### config.mk
export PLATFORM = sky130hd
export DESIGN_NAME = timer_scheduler
export DESIGN_NICKNAME = d
export VERILOG_FILES = /design/src/rtl/timer_scheduler.sv
export SDC_FILE = /design/constraint.sdc
export NUM_CORES = 1
export LEC_CHECK = 0
export ABC_AREA = 1
export CORE_MARGIN = 8
export CORE_UTILIZATION = 30
export DETAILED_ROUTE_END_ITERATION = 7
export GPL_ROUTABILITY_DRIVEN = 0
export MAX_ROUTING_LAYER = met4
export PLACE_DENSITY = 0.5
export REMOVE_ABC_BUFFERS = 1
export SYNTH_ARGS = -nofsm -noshare
export SYNTH_HDL_FRONTEND = slang
export SYNTH_SLANG_ARGS = --single-unit
### constraint.sdc
create_clock -name clk -period 10.7 [get_ports clk]
set_input_delay 1.605 -clock clk [delete_from_list [all_inputs] [get_ports clk]]
set_output_delay 1.605 -clock clk [all_outputs]
set_load 0.02 [all_outputs]
### src/rtl/timer_scheduler.sv
// Four-channel tick timer sharing one prescaler; each channel counts base ticks
// down from a loaded value and pulses expire on reaching zero (one-shot or periodic).
module timer_scheduler #(
    parameter int DIVISOR = 500000,
    parameter int CNT_W   = 28,
    parameter int LOAD_W  = 16
) (
    input  logic                  clk,
    input  logic                  rst,
    input  logic [3:0]            i_start,
    input  logic [3:0]            i_stop,
    input  logic [3:0]            i_periodic,
    input  logic [4*LOAD_W-1:0]   i_load,
    output logic [3:0]            o_busy,
    output logic [3:0]            o_expire,
    output logic                  o_tick
);
    localparam int NCH = 4;

    typedef enum logic {IDLE = 1'b0, RUN = 1'b1} state_t;

    state_t            r_state    [NCH];
    state_t            w_state_nx [NCH];
    logic [LOAD_W-1:0] r_rem      [NCH];
    logic [LOAD_W-1:0] w_rem_nx   [NCH];
    logic [LOAD_W-1:0] r_load_q   [NCH];
    logic [LOAD_W-1:0] w_load_q_nx[NCH];
    logic [LOAD_W-1:0] w_eff      [NCH];
    logic [NCH-1:0]    r_mode;
    logic [NCH-1:0]    w_mode_nx;
    logic [NCH-1:0]    w_exp_nx;
    logic [NCH-1:0]    w_busy_nx;
    logic [CNT_W-1:0]  r_cnt;
    logic              w_tflag;

    assign w_tflag = (r_cnt == CNT_W'(DIVISOR - 1));

    // A zero load would never expire, so it is promoted to one tick.
    for (genvar g = 0; g < NCH; g++) begin : g_ch
        assign w_eff[g]     = (i_load[g*LOAD_W +: LOAD_W] == '0) ? LOAD_W'(1)
                                                                 : i_load[g*LOAD_W +: LOAD_W];
        assign o_busy[g]    = (r_state[g] == RUN);
        assign w_busy_nx[g] = (w_state_nx[g] == RUN);
    end

    always_comb begin
        for (int i = 0; i < NCH; i++) begin
            w_state_nx[i]  = r_state[i];
            w_rem_nx[i]    = r_rem[i];
            w_load_q_nx[i] = r_load_q[i];
            w_mode_nx[i]   = r_mode[i];
            w_exp_nx[i]    = 1'b0;
            if (i_stop[i]) begin
                w_state_nx[i] = IDLE;
                w_rem_nx[i]   = '0;
            end else if (i_start[i]) begin
                w_state_nx[i]  = RUN;
                w_rem_nx[i]    = w_eff[i];
                w_load_q_nx[i] = w_eff[i];
                w_mode_nx[i]   = i_periodic[i];
            end else if (w_tflag && r_state[i] == RUN) begin
                if (r_rem[i] > LOAD_W'(1)) begin
                    w_rem_nx[i] = r_rem[i] - 1'b1;
                end else begin
                    w_exp_nx[i] = 1'b1;
                    if (r_mode[i]) begin
                        w_rem_nx[i] = r_load_q[i];
                    end else begin
                        w_state_nx[i] = IDLE;
                        w_rem_nx[i]   = '0;
                    end
                end
            end
        end
    end

    always_ff @(posedge clk or posedge rst) begin
        if (rst) begin
            for (int i = 0; i < NCH; i++) begin
                r_state[i]  <= IDLE;
                r_rem[i]    <= '0;
                r_load_q[i] <= '0;
            end
            r_mode   <= '0;
            o_expire <= '0;
            o_tick   <= 1'b0;
        end else begin
            for (int i = 0; i < NCH; i++) begin
                r_state[i]  <= w_state_nx[i];
                r_rem[i]    <= w_rem_nx[i];
                r_load_q[i] <= w_load_q_nx[i];
            end
            r_mode   <= w_mode_nx;
            o_expire <= w_exp_nx;
            o_tick   <= w_tflag;
        end
    end

    // Hold phase at 0 on the edge a first channel starts, and clear it on the
    // edge the last channel leaves, so an idle restart always sees a full period.
    always_ff @(posedge clk or posedge rst) begin
        if (rst) begin
            r_cnt <= '0;
        end else if (w_busy_nx == '0 || o_busy == '0 || w_tflag) begin
            r_cnt <= '0;
        end else begin
            r_cnt <= r_cnt + 1'b1;
        end
    end
endmodule

## After elaboration in Yosys (flattened, before gate mapping)

Index checks and enable logic that the tools add are counted.

| storage, ports and cells | value |
|---|---|
| register bits after elaboration | 169 |

| cells by class | value |
|---|---|
| reduce and logical (&&, ||, !) cells | 20 |
| eq/ne operators | 1 |
| mux-type cells | 61 |
| add/sub/neg operators | 5 |
| bitwise operators | 4 |
| magnitude comparators | 4 |

Operator list:

| kind | count |
|---|---|
| 16-bit two-way mux | 24 |
| 16-bit by 1-bit greater-than comparator with 1-bit output (second input constant) | 4 |
| 16-bit logical NOT | 4 |
| 16-bit by 1-bit subtractor with 16-bit output (second input constant) | 4 |
| 1-bit two-way mux | 36 |
| 28-bit by 1-bit adder with 28-bit output (second input constant) | 1 |
| 28-bit by 19-bit == test with 1-bit output (second input constant) | 1 |
| 28-bit two-way mux | 1 |
| 3-bit nonzero test | 4 |
| 4-bit logical NOT | 2 |
| 2-bit AND reduction | 4 |
| 1-bit logical AND | 4 |
| 1-bit inverter | 4 |
| 1-bit logical OR | 2 |

## Longest topological paths before layout

Gate-level depths: netlist of the first run.

| depth | value |
|---|---|
| word-level depth | 9 |
| gate-level depth with buffers | 14 |
| gate-level depth less buffers | 13 |

## Worst setup path before layout of the first run

No wires, ideal clock.

| timing | value |
|---|---|
| path kind | input-to-reg |
| from | input i_stop[3] |
| to | register o_expire[3] |
| data arrival time | 2688 ps |
| path buffers | 2 |
| setup slack | 7911 ps |
| stages on the path | 5 |
| setup time | 101 ps |
| path through | clkbuf_1 > nor2_1 > clkbuf_1 > inv_1 > nor4_1 |

| between the ends | value |
|---|---|
| cells in the longest elaborated chain, start to end | 1 |

RTL lines:

| what | RTL line | source |
|---|---|---|
| start, declared | 11 | `input logic [3:0] i_stop,` |
| 1-bit two-way mux | 53 | `if (i_stop[i]) begin` |
| named net w_exp_nx[3] | 31 | `logic [NCH-1:0] w_exp_nx;` |
| end signal, assigned | 94 | `o_expire <= w_exp_nx;` |
| end, declared | 15 | `output logic [3:0] o_expire,` |

The timed path passes the listed nets, and every way through them passes these cells.
A chain may end at the register's enable or synchronous reset.

## Final worst setup path of the first run

| timing | value |
|---|---|
| from | input i_start[0] |
| to | register r_cnt[20] |

| between the ends | value |
|---|---|
| cells in the longest elaborated chain, start to end | 6 |

RTL lines:

| what | RTL line | source |
|---|---|---|
| start, declared | 10 | `input logic [3:0] i_start,` |
| 1-bit two-way mux | 56 | `end else if (i_start[i]) begin` |
| 1-bit two-way mux | 53 |  |
| named net w_busy_nx[0] | 32 | `logic [NCH-1:0] w_busy_nx;` |
| 4-bit logical NOT | 104 | `end else if (w_busy_nx == '0 \|\| o_busy == '0 \|\| w_tflag) begin` |
| 1-bit logical OR (2 in series) | 104 |  |
| 28-bit two-way mux | 104 |  |
| end signal, assigned | 107 | `r_cnt <= r_cnt + 1'b1;` |
| end, declared | 33 | `logic [CNT_W-1:0] r_cnt;` |

The timed path passes the listed nets, and every way through them passes these cells.

==> results.md, run 1 <==
- Status: complete, no violations
- Slew at the pin closest to its max-slew limit: 1070 ps
- Final cycle utilization of the critical path: 36.8%
- Skew-Pair Late Insertion Delay: 430 ps
- WL/cell: 14.4 um
- Dominant synthesized flop cell: dfrtp_1
- Area leader, netlist: dfrtp_1
- Tot GR Track Use: 15.0%
- Most common cell in the netlist: nand2_1
- Worst-path maximum fanout: 28
- Routed vias: 9010
- Mapped Area: 9930 um2
- Vias/cell: 4.66
- Fmax: 254 MHz
- Total Negative Setup Slacks: 0 ps
- Fin Clk Skew: 18.2 ps
- Share of synthesized area spent on multiplexers: 0%
- Crit start category: input port
- Router iterations before antenna repair: 5
- Layout cells sized above 1: 3.75%
- RSZ-0062 raised after global routing: false
- Die footprint: 39200 um2
- Main combinational cell family by area after synthesis: simple AND/OR/NAND/NOR gates
- Yosys cell types: 33
- Initial antenna violation count: 0
- Psw: 0.521 mW
- Die Width: 198 um
- Sw Share: 30.2%
- Critical Path End Type: register
- Multi-input logic area: 5050 um2
- CTS tree: done
- Sequential cell fraction of total power: 44.8%
- Detailed Route WL: 27800 um
- Layout Nets: 1566
- CTS Buf Count: 17
- Clock period minus worst slack: 3930 ps
- Ys Warns: 0
- Worst hold path class: reg -> reg
- Final-report hold violation count: 0
- Cell row count: 66
- Layout Cells excl Fill: 1934
- I/O Buffers: 86
- Layout Area Growth over Synthesis: 18.8%
- Hold buffer count at CTS: 0
- Clock slew at reported path FFs: 60 ps
- Sequential standard cell area: 4230 um2
- Clock sink total: 169
- Fin. max-slew vios: 0
- Hpwl dp: 20000 um
- Total grt overflow: 0
- Drc violations: 0
- DRT antenna net count: 0
- Clock root cell: clkbuf_16
- Pint: 1.20 mW
- Crit path required time: 11050 ps
- Max_cap viols: 0
- Synth Area per Inst: 7.04 um2
- Die Ht: 198 um
- First-pass GRT wire length: 46700 um
- Pleak: 5.45 nW
- Final setup violation count: 0
- Slew headroom: 28.4%
- Worst vdd ir: 0.0669 mV
- Post-synthesis compound-gate area fraction: 9.97%
- Post_cts resized: 0
- Core area: 32500 um2
- Postcts setup bufs: 0
- Clock share of power: 37.5%
- Post-synthesis simple-gate area fraction: 34.7%
- Worst Path Arrival: 4280 ps
- Async set-reset flop share out of synthesis: 100%
- Fillcell total: 3553
- Register area share after synthesis: 42.6%
- I/O pin count: 87
- Main area contributors after synthesis: dfrtp_1 43%, nand2_1 18%, nor2_1 8.8%
- PD cells: 146 nW/um2
- EDFF count, synth: 0
- Combinational share of power: 17.7%
- WS Path Type: in -> reg
- Largest net degree at the start of global routing: 92
- Yosys top cell area share: 42.6%
- Post-synthesis xor/xnor area fraction: 5.03%
- Starting Density: 30.5%
- Mapped Cells: 1410
- Number of global-route vias before repair: 9041
- H-tree levels: 4
- Synthesized flop and latch total: 169
- Antenna Cells: 0
- Most frequent cells after synthesis: 470 x nand2_1, 232 x nor2_1, 169 x dfrtp_1
- Bufs on Longest Clock Path: 2
- Initial drt markers: 713
- Post-Synth Adder-Cell Area: 1.13%
- Placed insts: 1902
## area by class of cell
class	count	area share [%]
well taps	442	4.69
multi-input cells	1082	42.8
clock inverters	13	1.41
inverters	115	3.70
clock buffers	19	3.75
flip-flops and latches	169	35.9
repair buffers	94	7.81
## power groups by stage
stage	Clock (mW)	Sequential, mW	Combinational, mW
after floorplan	0	0.765	0.211
after global placement	0	0.784	0.306
after detailed placement	0	0.784	0.309
after CTS	0.667	0.773	0.310
after global routing	0.694	0.784	0.356
final	0.648	0.772	0.306
## cells by family after synthesis
group,Yosys count
adder cells (fa/ha/maj),9
buffers and inverters,159
AND/OR/NAND/NOR,845
XOR/XNOR,57
flip-flops,169
AO/OA/AOI/OAI,171
## cell usage in the layout, fill, tap and decap left out, types with 11 or more instances in the layout
cell	n
o211ai_1	11
o22a_1	14
nor2_1	232
a31oi_1	20
nand3_1	73
nand2_1	470
a21oi_1	43
nor3_1	18
nor4_1	19
clkbuf_16	17
nand4_1	13
xor2_1	41
inv_1	110
dfrtp_1	169
xnor2_1	16
o21ai_0	77
clkdlybuf4s50_1	86
## sequential cells by signal, indices dropped and copies added, names as in the netlist
signal / count
o_busy: 4
o_expire: 4
o_tick: 1
r_cnt: 28
r_load_q: 64
r_mode: 4
r_rem: 64
## stage by stage
| step | hold WS [ps] | area (um2) | power (mW) | utilization (%) | setup slack (ps) |
|---|---|---|---|---|---|
| after floorplan | 433 | 9710 | 0.976 | - | 4520 |
| final | 460 | 11800 | 1.73 | 36.3 | 6770 |
| after CTS | 458 | 11800 | 1.75 | 36.3 | 6740 |
| after global routing | 499 | 11800 | 1.83 | 36.3 | 6410 |
| after global placement | 447 | 11200 | 1.09 | 34.4 | 6390 |
| after detailed placement | 451 | 11200 | 1.09 | 34.4 | 6290 |
## final timing paths
path | depth (start not counted) | slack [ps] | to | start
setup / recovery | 9 | 6770 | r_cnt[20] | i_start[0]
hold / removal | 1 | 460 | r_cnt[0] | r_cnt[0]
setup reg to reg | 10 | 7790 | r_rem[45] | r_cnt[0]
hold reg to reg | 1 | 460 | r_cnt[0] | r_cnt[0]
max in group asynchronous | 3 | 7330 | r_rem[5] | rst
min in group asynchronous | 2 | 1750 | r_rem[15] | rst
## worst max-delay path, stage by stage
cell	delay, ps
clkdlybuf4s50_1	470
inv_1	40
nor2_1	780
inv_1	580
nand2_1	260
nor2_1	80
nand2_1	110
nand2_4	190
nor2_1	150
## layer usage
layer  vias to the layer above  GRT usage, %  wire [um]
met1                      4217          19.5      13700
met2                       117          24.4      13100
met5                         -             -          0
met3                        20          2.12        601
li1                       4656             -          -
met4                         0          3.60        335
(Power assumes the default switching activity.)
==> run 2, diff against run 1 <==
--- a/config.mk
+++ b/config.mk
@@ -11,7 +11,7 @@
 export DETAILED_ROUTE_END_ITERATION = 7
 export GPL_ROUTABILITY_DRIVEN = 0
 export MAX_ROUTING_LAYER = met4
-export PLACE_DENSITY = 0.5
+export PLACE_DENSITY = 0.52
 export REMOVE_ABC_BUFFERS = 1
 export SYNTH_ARGS = -nofsm -noshare
 export SYNTH_HDL_FRONTEND = slang
==> constraint.sdc (replaced) <==
create_clock -name clk -period 3.6 [get_ports clk]
set_input_delay 0.54 -clock clk [delete_from_list [all_inputs] [get_ports clk]]
set_output_delay 0.54 -clock clk [all_outputs]
set_load 0.02 [all_outputs]
==> run 2 against run 1 <==
Effect of this change:
- final area grew 0.64%
- sequential cell count unchanged
- first-iteration DRC count down 42%
- combinational power rose to 3.0 times the previous value
- setup slack got worse by 6000 ps
- clock power rose to 2.8 times the previous value
- final cell count grew 0.67%
- count of clock-buffer cells in the layout down 1
- critical endpoint is now r_rem[12]
- largest cell class unchanged
==> results.md, run 2 (same netlist as run 1, synthesis figures left out) <==
- CTS Buf Count: 17 (unchanged)
- Slew headroom: 22.0% (was 28.4%)
- Final setup violation count: 0 (unchanged)
- H-tree levels: 4 (unchanged)
- RSZ-0062 raised after global routing: false (unchanged)
- Post_cts resized: 0 (unchanged)
- Router iterations before antenna repair: 5 (unchanged)
- Postcts setup bufs: 0 (unchanged)
- Most frequent cells in the layout: 470 x nand2_1, 232 x nor2_1, 169 x dfrtp_1 (unchanged)
- Skew-Pair Late Insertion Delay: 440 ps (was 430 ps)
- Critical path cell sequence: ha_1 > nand2_1 > nor2_1 > nand2_1 > nor2_4 > inv_2 > o21ai_2 > buf_4 > and2_1 > a21oi_1 (was clkdlybuf4s50_1 > inv_1 > nor2_1 > inv_1 > nand2_1 > nor2_1 > nand2_1 > nand2_4 > nor2_1)
- Clock sink total: 169 (unchanged)
- Initial antenna violation count: 0 (unchanged)
- Max_cap viols: 0 (unchanged)
- Total grt overflow: 0 (unchanged)
- Largest regs: r_load_q (64), r_rem (64), r_cnt (28) (unchanged)
- Worst vdd ir: 0.297 mV (was 0.0669 mV)
- CTS tree: done (unchanged)
- Bufs on Longest Clock Path: 2 (unchanged)
- Final cycle utilization of the critical path: 79.6%
- Clock slew at reported path FFs: 70 ps (was 60 ps)
- Initial drt markers: 417 (was 713)
- Hold WS: 462 ps (was 460 ps)
- Setup ws final: 733 ps (was 6770 ps)
- Fin Clk Skew: 11.2 ps (was 18.2 ps)
- Layout Cells excl Fill: 1947 (was 1934)
- Hold buffer count at CTS: 0 (unchanged)
- Layout Nets: 1579 (was 1566)
- Place WS: 701 ps (was 6290 ps)
- Worst-path maximum fanout: 30 (was 28)
- WL/cell: 14.2 um (was 14.4 um)
- CP max-delay cell: o21ai_2 (was nor2_1)
- Fmax: 349 MHz
- Most common cell after layout, fill and taps aside: nand2_1 (unchanged)
- Final Instance Area: 11900 um2 (was 11800 um2)
- Pleak: 5.50 nW (was 5.45 nW)
- I/O pin count: 87 (unchanged)
- Placed cell area: 11300 um2 (was 11200 um2)
- Die Width: 198 um (unchanged)
- Detailed Route WL: 27700 um (was 27800 um)
- Routed vias: 9023 (was 9010)
- Cell row count: 66 (unchanged)
- Hpwl dp: 20000 um (about the same)
- PD cells: 422 nW/um2 (was 146 nW/um2)
- Vias/cell: 4.63 (was 4.66)
- Crit path required time: 3920 ps (was 11050 ps)
- Status: complete, no violations (unchanged)
- Starting Density: 30.5% (unchanged)
- First-pass GRT wire length: 47500 um (was 46700 um)
- Fin. max-slew vios: 0 (unchanged)
- Die Ht: 198 um (unchanged)
- Core area: 32500 um2 (unchanged)
- DRT antenna net count: 0 (unchanged)
- I/O Buffers: 86 (unchanged)
- Most common cell on crit path: nand2_1 (was nor2_1)
- Layout Area Growth over Synthesis: 19.6% (was 18.8%)
- Drc violations: 0 (unchanged)
- Worst hold path class: reg -> reg (unchanged)
- Final-report hold violation count: 0 (unchanged)
- Layout cells sized above 1: 4.65% (was 3.75%)
- Largest net degree at the start of global routing: 69 (was 92)
- Antenna Cells: 0 (unchanged)
- WS Path Type: reg -> reg (was in -> reg)
- Tot GR Track Use: 15.3% (was 15.0%)
- Slew at the pin closest to its max-slew limit: 1170 ps (was 1070 ps)
- Die footprint: 39200 um2 (unchanged)
- Clock root cell: clkbuf_16 (unchanged)
- Worst R2R Setup Slack: 730 ps (was 7790 ps)
- Number of global-route vias before repair: 9207 (was 9041)
- Crit start category: register (was input port)
- Critical Path End Type: register (unchanged)
- Largest stage delay on the critical path: 910 ps (was 780 ps)
- Placed insts: 1915 (was 1902)
- Clock period minus worst slack: 2870 ps
- Worst Path Arrival: 3190 ps (was 4280 ps)
run 2: cell types whose count changed in the layout (fill, tap and decap cells not counted), sizes merged:
cell | before | now
buf | 8 | 21
bufinv | 3 | 1
clkinv | 8 | 10
inv | 117 | 116
clkbuf | 19 | 18
clkinvlp | 0 | 2
run 2: final cells by class:
cell class / count / area (um2)
well taps: 442 / 553
clock buffers: 18 / 439
clock inverters: 14 / 123
inverters: 115 / 437
fillers: 3571 / 20700
multi-input cells: 1082 / 5050
repair buffers: 107 / 1040
flip-flops and latches: 169 / 4230
run 2: critical path: cells and delay by family (launching register included):
kind,cells,cell delay (ps)
AO/OA/AOI/OAI,2,970
flip-flops,1,370
AND/OR/NAND/NOR,5,770
buffers and inverters,2,400
adder cells (fa/ha/maj),1,230
run 2: per-layer routing:
layer	vias up	share of wire [%]	track usage, %
met1	4217	49	19.9
met2	114	47	24.3
met5	-	0	-
met4	0	1.6	4.59
met3	26	2.4	2.16
li1	4666	-	-
run 2: path summary, 6_finish.rpt:
check	from	depth (start not counted)	to
min reg2reg	r_cnt[0]	1	r_cnt[0]
min in group asynchronous	rst	2	r_rem[49]
min	r_cnt[0]	1	r_cnt[0]
max reg2reg	r_cnt[0]	10	r_rem[12]
max in group asynchronous	rst	3	r_load_q[10]
max	r_cnt[0]	10	r_rem[12]
run 2: metrics by stage:
step | util (%) | setup TNS [ps] | total power [mW]
after global routing | 36.5 | 0 | 5.33
final | 36.5 | 0 | 5.01
after detailed placement | 34.8 | 0 | 3.25
after global placement | 34.8 | 0 | 3.24
after floorplan | - | -256050 | 2.90
after CTS | 36.5 | 0 | 5.08
run 2: where the power goes:
group | total [mW] | internal, mW | switching [mW] | leakage, nW
combinational | 0.910 | 0.375 | 0.535 | 3.08
clock | 1.81 | 0.974 | 0.832 | 0.277
sequential | 2.29 | 2.10 | 0.198 | 2.14
==> run 3, diff against run 2 <==
--- a/config.mk
+++ b/config.mk
@@ -11,7 +11,7 @@
 export DETAILED_ROUTE_END_ITERATION = 7
 export GPL_ROUTABILITY_DRIVEN = 0
 export MAX_ROUTING_LAYER = met4
-export PLACE_DENSITY = 0.52
+export PLACE_DENSITY = 0.5
 export REMOVE_ABC_BUFFERS = 1
 export SYNTH_ARGS = -nofsm -noshare
 export SYNTH_HDL_FRONTEND = slang
==> constraint.sdc (replaced) <==
create_clock -name clk -period 2.85 [get_ports clk]
set_input_delay 0.4275 -clock clk [delete_from_list [all_inputs] [get_ports clk]]
set_output_delay 0.4275 -clock clk [all_outputs]
set_load 0.02 [all_outputs]
==> run 3 against run 2 <==
Effect of this change:
- clock skew increased by 1.8 ps
- core utilization grew 0.17 points
- clock power up 25%
- die area stayed put
- non-clock buffer count is 7 higher
- first-iteration DRC count grew 41%
- worst hold slack lost 110 ps
- routed wire length up 0.67%
- critical path type unchanged
==> results.md, run 3 (same netlist as run 1, synthesis figures left out) <==
- Core area: 32500 um2 (unchanged)
- Total Negative Setup Slacks: 0 ps (unchanged)
- Clock slew at reported path FFs: 70 ps (about the same)
- Hold buffer count at CTS: 0 (unchanged)
- Hold WS: 354 ps (was 462 ps)
- Bufs on Longest Clock Path: 2 (unchanged)
- Crit path required time: 3180 ps (was 3920 ps)
- Fmax: 421 MHz (was 349 MHz)
- Starting Density: 30.5% (unchanged)
- Fin. max-slew vios: 0 (unchanged)
- Pleak: 5.52 nW (was 5.50 nW)
- Max_cap viols: 0 (unchanged)
- CTS tree: done (unchanged)
- Worst Path Arrival: 2710 ps (was 3190 ps)
- Fin Clk Skew: 13.1 ps (was 11.2 ps)
- Largest net degree at the start of global routing: 47 (was 69)
- Antenna Cells: 0 (unchanged)
- First-pass GRT wire length: 47600 um (was 47500 um)
- Placed cell area: 11400 um2 (was 11300 um2)
- Final Instance Area: 11900 um2 (about the same)
- Initial antenna violation count: 0 (unchanged)
- Clock sink total: 169 (unchanged)
- Worst-path maximum fanout: 14 (was 30)
- Clock period minus worst slack: 2380 ps (was 2870 ps)
- Tot GR Track Use: 15.3% (about the same)
- Layout cells sized above 1: 4.96% (was 4.65%)
- Largest stage delay on the critical path: 530 ps (was 910 ps)
- Most common cell after layout, fill and taps aside: nand2_1 (unchanged)
- Critical path cell sequence: ha_1 > nand2_1 > nor2_1 > nand2_1 > nor2_4 > inv_2 > o21ai_2 > buf_4 > nand2_1 > o22a_1 (was ha_1 > nand2_1 > nor2_1 > nand2_1 > nor2_4 > inv_2 > o21ai_2 > buf_4 > and2_1 > a21oi_1)
- Worst hold path class: in -> async (was reg -> reg)
- CTS Buf Count: 17 (unchanged)
- Routed vias: 9127 (was 9023)
- Skew-Pair Late Insertion Delay: 430 ps (was 440 ps)
- Router iterations before antenna repair: 5 (unchanged)
- Postcts setup bufs: 0 (unchanged)
- RSZ-0062 raised after global routing: false (unchanged)
- Final Power: 6.33 mW (was 5.01 mW)
- Worst Setup EP: r_rem[10] (was r_rem[12])
- Worst vdd ir: 0.321 mV (was 0.297 mV)
- Clock root cell: clkbuf_16 (unchanged)
- Initial drt markers: 587 (was 417)
- Layout Nets: 1586 (was 1579)
- Die Ht: 198 um (unchanged)
- Critical Path End Type: register (unchanged)
- CP max-delay cell: o21ai_2 (unchanged)
- Most common cell on crit path: nand2_1 (unchanged)
- PD cells: 531 nW/um2 (was 422 nW/um2)
- Number of global-route vias before repair: 9303 (was 9207)
- H-tree levels: 4 (unchanged)
- WL/cell: 14.3 um (was 14.2 um)
- Hpwl dp: 20800 um (was 20000 um)
- Final cycle utilization of the critical path: 83.4% (was 79.6%)
- Crit start category: register (unchanged)
- Setup ws final: 473 ps (was 733 ps)
- WS Path Type: reg -> reg (unchanged)
- Status: complete, no violations (unchanged)
- Most frequent cells in the layout: 470 x nand2_1, 232 x nor2_1, 169 x dfrtp_1 (unchanged)
- Detailed Route WL: 27900 um (was 27700 um)
- Worst flop-to-flop path startpoint: r_cnt[0] (unchanged)
- Final setup violation count: 0 (unchanged)
- Slew at the pin closest to its max-slew limit: 646 ps (was 1170 ps)
- Vias/cell: 4.67 (was 4.63)
- Reg2Reg Depth: 10 (unchanged)
- I/O Buffers: 86 (unchanged)
- CP Launch Point: r_cnt[0] (unchanged)
- I/O pin count: 87 (unchanged)
- Total grt overflow: 0 (unchanged)
- Die Width: 198 um (unchanged)
- Place WS: 490 ps (was 701 ps)
- R2R Path End: r_rem[10] (was r_rem[12])
- Layout Area Growth over Synthesis: 20.2% (was 19.6%)
- Slew headroom: 56.9% (was 22.0%)
- Worst R2R Setup Slack: 470 ps (was 730 ps)
- Drc violations: 0 (unchanged)
- Largest regs: r_load_q (64), r_rem (64), r_cnt (28) (unchanged)
- DRT antenna net count: 0 (unchanged)
- Cell row count: 66 (unchanged)
- Final-report hold violation count: 0 (unchanged)
- Die footprint: 39200 um2 (unchanged)
- Post_cts resized: 0 (unchanged)
==> run 3: cell types whose count changed in the layout (fill, tap and decap cells not counted) <==
cell / delta
buf_4: +7
clkinv_2: -4
clkbuf_1: +2
clkinvlp_4: +2
==> run 3: metrics by stage <==
stage	instances	utilization (%)
after floorplan	1366	-
after global placement	1922	34.9
after detailed placement	1922	34.9
after CTS	1954	36.7
after global routing	1954	36.7
final	1954	36.7
==> run 3: cell type report <==
class,count,area [um2]
tap,442,553
sequential,169,4230
clock inverter,12,118
fill,3547,20600
timing repair buffer,114,1100
inverter,115,437
multi-input combinational,1082,5050
clock buffer,20,447
==> run 3: worst min path at each step <==
stage,from,cells past startpoint,end
floorplan,r_cnt[0],1,r_cnt[0]
global placement,r_cnt[0],1,r_cnt[0]
detailed placement,r_cnt[0],1,r_cnt[0]
CTS,rst,2,r_rem[61]
global route,rst,2,r_rem[55]
finish,rst,2,r_rem[55]
==> run 3: power by group <==
part / internal, mW / switching, mW / total, mW
combinational: 0.477 / 0.685 / 1.16
clock: 1.24 / 1.03 / 2.27
sequential: 2.65 / 0.251 / 2.90
==> run 3: metal layers <==
metal | vias up | GRT usage, % | wire length, um
li1 | 4682 | - | -
met3 | 21 | 2.00 | 590
met1 | 4310 | 20.2 | 13600
met5 | - | - | 0
met4 | 0 | 3.57 | 335
met2 | 114 | 24.6 | 13300
==> run 3: worst max-delay path, delay by kind of cell, from the launching register on <==
| kind | cells | cell delay [ps] |
|---|---|---|
| buf+inv | 2 | 380 |
| simple gates | 5 | 600 |
| flops | 1 | 370 |
| compound gates | 2 | 690 |
| fa+ha+maj | 1 | 240 |
